## src/rtl/count_req_arbiter_pkg.sv

```systemverilog
// Shared definitions for the counter-sharing controllers: FSM state encoding
// and the modulus of the downstream lab counter.
package count_req_arbiter_pkg;

  localparam int LAB_DIV   = 5;
  localparam int LAB_CNT_W = 3;

  typedef enum logic [1:0] {
    IDLE   = 2'd0,
    ISSUE  = 2'd1,
    SETTLE = 2'd2
  } state_t;

endpackage

```

## src/rtl/count_req_arbiter_rr_arbiter.sv

```systemverilog
// Combinational round-robin pick: scans from one past the last winner and
// returns the first pending requester as both one-hot and index.
module rr_arbiter #(
  parameter int N_REQ = 4,
  parameter int ID_W  = 2
) (
  input  logic [N_REQ-1:0] i_pending,
  input  logic [ID_W-1:0]  i_rrPtr,
  output logic [N_REQ-1:0] o_winnerOh,
  output logic [ID_W-1:0]  o_winnerId,
  output logic             o_anyValid
);

  logic [ID_W-1:0] w_cand;
  logic            w_found;

  always_comb begin
    o_winnerOh = '0;
    o_winnerId = '0;
    w_found    = 1'b0;
    w_cand     = '0;
    for (int k = 1; k <= N_REQ; k++) begin
      w_cand = ID_W'((int'(i_rrPtr) + k) % N_REQ);
      if (!w_found && i_pending[w_cand]) begin
        w_found    = 1'b1;
        o_winnerId = w_cand;
        o_winnerOh = N_REQ'(1) << w_cand;
      end
    end
    o_anyValid = w_found;
  end

endmodule

```

## src/rtl/count_req_arbiter.sv

```systemverilog
// Shares the mod-DIV pulse-count FSM among N_REQ requesters: captures request
// edges, grants round-robin, issues one w pulse per grant and checks count_in.
module count_req_arbiter
  import count_req_arbiter_pkg::*;
#(
  parameter int N_REQ  = 4,
  parameter int ID_W   = 2,
  parameter int DIV    = LAB_DIV,
  parameter int CNT_W  = LAB_CNT_W,
  parameter int DROP_W = 8
) (
  input  logic              clock,
  input  logic              rst,
  input  logic [N_REQ-1:0]  req,
  input  logic              count_in,
  output logic              w_out,
  output logic [N_REQ-1:0]  grant,
  output logic              hit_pulse,
  output logic [ID_W-1:0]   hit_id,
  output logic              busy,
  output logic              err,
  output logic [DROP_W-1:0] drop_cnt
);

  state_t            r_state;
  state_t            w_nextState;
  logic [N_REQ-1:0]  r_reqQ;
  logic [N_REQ-1:0]  r_pending;
  logic [CNT_W-1:0]  r_shadow;
  logic [ID_W-1:0]   r_rrPtr;
  logic [ID_W-1:0]   r_grantId;

  logic [N_REQ-1:0]  w_rise;
  logic [N_REQ-1:0]  w_clear;
  logic [N_REQ-1:0]  w_drop;
  logic [N_REQ-1:0]  w_winnerOh;
  logic [ID_W-1:0]   w_winnerId;
  logic              w_anyValid;
  logic              w_doGrant;
  logic              w_atTop;
  logic [CNT_W-1:0]  w_shadowNext;
  logic [DROP_W:0]   w_dropSum;

  rr_arbiter #(
    .N_REQ (N_REQ),
    .ID_W  (ID_W)
  ) u_rrArbiter (
    .i_pending  (r_pending),
    .i_rrPtr    (r_rrPtr),
    .o_winnerOh (w_winnerOh),
    .o_winnerId (w_winnerId),
    .o_anyValid (w_anyValid)
  );

  always_comb begin
    w_nextState = IDLE;
    w_doGrant   = 1'b0;
    case (r_state)
      IDLE: begin
        if (w_anyValid) begin
          w_nextState = ISSUE;
          w_doGrant   = 1'b1;
        end
      end
      ISSUE: w_nextState = SETTLE;
      SETTLE: begin
        if (w_anyValid) begin
          w_nextState = ISSUE;
          w_doGrant   = 1'b1;
        end
      end
      default: w_nextState = IDLE;
    endcase
  end

  // A rise on a bit that stays pending is merged and counted as dropped.
  always_comb begin
    w_rise    = req & ~r_reqQ;
    w_clear   = w_doGrant ? w_winnerOh : '0;
    w_drop    = w_rise & r_pending & ~w_clear;
    w_dropSum = {1'b0, drop_cnt};
    for (int i = 0; i < N_REQ; i++) begin
      w_dropSum = w_dropSum + (DROP_W+1)'(w_drop[i]);
    end
  end

  always_comb begin
    w_atTop      = (r_shadow == CNT_W'(DIV - 1));
    w_shadowNext = w_atTop ? '0 : r_shadow + 1'b1;
    busy         = (r_state != IDLE) || (|r_pending);
  end

  always_ff @(posedge clock or posedge rst) begin
    if (rst) begin
      r_state   <= IDLE;
      r_reqQ    <= '0;
      r_pending <= '0;
      r_rrPtr   <= ID_W'(N_REQ - 1);
      r_grantId <= '0;
      w_out     <= 1'b0;
      grant     <= '0;
      drop_cnt  <= '0;
    end else begin
      r_state   <= w_nextState;
      r_reqQ    <= req;
      r_pending <= (r_pending & ~w_clear) | w_rise;
      w_out     <= w_doGrant;
      grant     <= w_clear;
      if (w_doGrant) begin
        r_rrPtr   <= w_winnerId;
        r_grantId <= w_winnerId;
      end
      drop_cnt  <= w_dropSum[DROP_W] ? '1 : w_dropSum[DROP_W-1:0];
    end
  end

  // hit_pulse and hit_id are loaded together so the id is valid with the pulse.
  always_ff @(posedge clock or posedge rst) begin
    if (rst) begin
      r_shadow  <= '0;
      hit_pulse <= 1'b0;
      hit_id    <= '0;
      err       <= 1'b0;
    end else begin
      hit_pulse <= 1'b0;
      if (r_state == ISSUE) begin
        r_shadow <= w_shadowNext;
        if (w_shadowNext == CNT_W'(DIV - 1)) begin
          hit_pulse <= 1'b1;
          hit_id    <= r_grantId;
        end
      end
      if ((r_state == SETTLE) && (count_in != w_atTop)) begin
        err <= 1'b1;
      end
    end
  end

endmodule

```

## config.mk

```make
export PLATFORM = sky130hd
export DESIGN_NAME = count_req_arbiter
export DESIGN_NICKNAME = d
export VERILOG_FILES = /design/src/rtl/count_req_arbiter_pkg.sv /design/src/rtl/count_req_arbiter_rr_arbiter.sv /design/src/rtl/count_req_arbiter.sv
export SDC_FILE = /design/constraint.sdc
export NUM_CORES = 1
export LEC_CHECK = 0
export ABC_AREA = 1
export CAP_MARGIN = 15
export CORE_AREA = 2 2 71 73
export DETAILED_ROUTE_END_ITERATION = 8
export DIE_AREA = 0 0 73 75
export MAX_ROUTING_LAYER = met4
export SLEW_MARGIN = 5
export SYNTH_ARGS = -nofsm -noshare
export SYNTH_HDL_FRONTEND = slang
export SYNTH_SLANG_ARGS = --single-unit
```

## constraint.sdc

```tcl
create_clock -name clock -period 8.06 [get_ports clock]
set_input_delay 1.209 -clock clock [delete_from_list [all_inputs] [get_ports clock]]
set_output_delay 1.209 -clock clock [all_outputs]
set_load 0.01 [all_outputs]
```

==> qor.txt <==
status - complete, no violations
drt total wl - 3880 µm
XOR/XNOR Fraction of Synth Area - 0.00432
LEAKAGE - 1.33 nW
post-synthesis sequential area ratio - 0.421
Max-Slew Margin vs Limit - 0.712
IO Port Bufs - 24
worst hold endpoint - err
MaxCap Viol Count - 0
Reg-to-Reg End - drop_cnt[2]
Power per Cell Area - 454 nW/µm²
Mapped Nets - 272
first-pass GRT wire length - 6840 µm
minimum clock period - 4.31 ns
Design Area, Final - 2430 µm²
hold_buf cts - 0
RSZ-0062 raised after global routing - false
Max H-tree Level - 2
post-route insts no fill - 337
critical path class - reg2reg
top_reg_cell synth - dfrtp_1
DP HPWL - 2920 µm
CTS Root Cell - clkbuf_8
TritonCTS clock tree - yes
Final setup viols - 0
total power - 1.10 mW
pre-CTS setup slack - 3.75 ns
Post-Syn Area - 2030 µm²
commonest cells after routing, fill and taps aside - nand2_1, inv_1, dfrtp_1
die span in y - 75 µm
slowest CP cell - dfstp_2
GRT Util Overall - 0.165
highest clock rate - 0.232 GHz
CP Max Fanout - 12
crit-path max cell delay - 0.70 ns
largest family of logic cells by synthesized area - simple AND/OR/NAND/NOR gates
gpl congestion - 0.937
Avg Cell Area, Syn - 8.08 µm²
Data arrival, critical path - 4.46 ns
Post-Synth Adder-Cell Area - 0.0975
mux cell area share after synthesis - 0
Ys Warns - 0
fraction of the cycle the final worst path needs - 0.534
Layout Nets - 303
smallest setup slack after layout - 3.75 ns
largest net degree at the start of global routing - 35
min-delay src - err
Unique masters post-synth - 29
Initial Util - 0.435
initial DRC count - 112
placed cell count - 329
placed cell areas - 2330 µm²
share of post-route cells with drive strength above 1 - 0.159
DR vias - 1564
WHS Path Cells - 1
TNS Setup - 0 ns
core area - 4660 µm²
IO Pins - 25
Critical Path RT - 8.21 ns
vias per cell - 4.64
number of flops mapped to enable cells by yosys - 0
Syn Inst Count - 251
Hold/Removal Path Class - reg2reg
number of global-route vias before repair - 1488
row cnt - 25
R2R Setup Slk - 3.75 ns
Worst path most repeated cell - inv_1
DR WL/cell - 11.5 µm
crit path launch - r_rrPtr[0]
number of synthesized register bits - 34
CP cell instances - inv_4, ha_1, inv_1, nand3_1, nand2_2, inv_1, nand3_1, nand3_2, nand2_2, nand3_1, fa_1, inv_1, fa_1, fa_1, nand2_1, nor2_1, inv_1, nor2_1, nand2_1, nor2_1, nand2_1, o21ai_0
Compound-Gate Fraction of Synth Area - 0.0537
DRT antenna net count - 0
CTS resizes - 0
number of buffers created by CTS - 5
initial antenna violation count - 0
final hold vios - 0
diode count - 0
asr flop ratio synth - 1.00
maximum vdd ir drop - 0.192 mV
post-CTS setup buffer count - 0
Crit Reg-Reg Startpoint - r_rrPtr[0]
simple-gate share of the synthesized area - 0.324
Layout Skew - 0.00857 ns
final max-slew violation count - 0
Area Overhead vs Synth - 19.7%
worst reg2reg path depth - 22
GRT overflow - 0
Clock transition at path regs - 0.08 ns
# DRC - 0
later-pin clock latency in the skew report - 0.28 ns
crit end category - register
commonest non-fill, non-tap cell in the layout - nand2_1
Clock Path Buffers - 2
Num Clock Sinks - 34
worst slew pin tran - 0.432 ns
Die Area - 5480 µm²
first-pass detailed-route iteration total - 4
Startpoint Class - register
die width - 73 µm
==> worst max path at each step <==
stage / cells after the start / endpoint
floorplan: 23 / drop_cnt[2]
global placement: 16 / drop_cnt[4]
detailed placement: 22 / drop_cnt[2]
CTS: 22 / drop_cnt[2]
finish: 22 / drop_cnt[2]
global route: 22 / drop_cnt[2]
==> sequential cells by signal, indices dropped and copies added, names as in the netlist <==
| name | count |
|---|---|
| drop_cnt | 8 |
| err | 1 |
| grant | 4 |
| hit_id | 2 |
| hit_pulse | 1 |
| r_grantId | 2 |
| r_pending | 4 |
| r_reqQ | 4 |
| r_rrPtr | 2 |
| r_shadow | 3 |
| r_state | 2 |
| w_out | 1 |
==> stage by stage <==
stage	util	hold slack, ns
5_1_grt	0.521	0.504
4_1_cts	0.521	0.477
3_5_place_dp	0.500	0.460
3_3_place_gp	0.500	0.456
6_report	0.521	0.471
2_1_floorplan	-	0.442
==> synthesized netlist by cell type, drive strengths merged (2+ instances only) <==
cell,instances,area [µm²]
nand3,25,163
dfstp,2,52.6
dfrtp,32,801
ha,11,138
nand4,5,31.3
inv,50,190
fa,3,60.1
nor2,18,104
o21ai,14,70.1
nand2,81,349
a21oi,2,10.0
==> area by class of cell <==
| type | instances | area [µm²] |
|---|---|---|
| sequential | 34 | 853 |
| clock buffer | 6 | 82.6 |
| fill | 436 | 2230 |
| timing repair buffer | 25 | 248 |
| tap | 54 | 67.6 |
| multi-input combinational | 166 | 973 |
| clock inverter | 2 | 12.5 |
| inverter | 50 | 190 |
==> kinds of logic after synthesis <==
logic type	count (synthesis)
flops	34
compound gates	20
simple gates	131
fa+ha+maj	14
buf+inv	51
xor+xnor	1
==> power by group <==
group | switching [mW] | internal [mW] | leakage (nW)
registers | 0.0719 | 0.242 | 0.400
clock network | 0.0646 | 0.0687 | 0.0472
logic | 0.408 | 0.246 | 0.886
==> metal layers <==
metal	global-route usage	vias up	share of wire
met1	0.224	692	0.50
met2	0.254	33	0.45
met3	0.0402	5	0.040
met5	-	-	0
li1	-	834	-
met4	0.0309	0	0.0062
==> critical path, delay by kind of cell, from the launching register on <==
family	cells	cell delay (ns)
and+or+nand+nor	12	1.14
AOI/OAI and AO/OA	1	0.14
adders and majority gates	4	1.70
buffers and inverters	5	0.50
DFF	1	0.70
(Power assumes the default switching activity.)
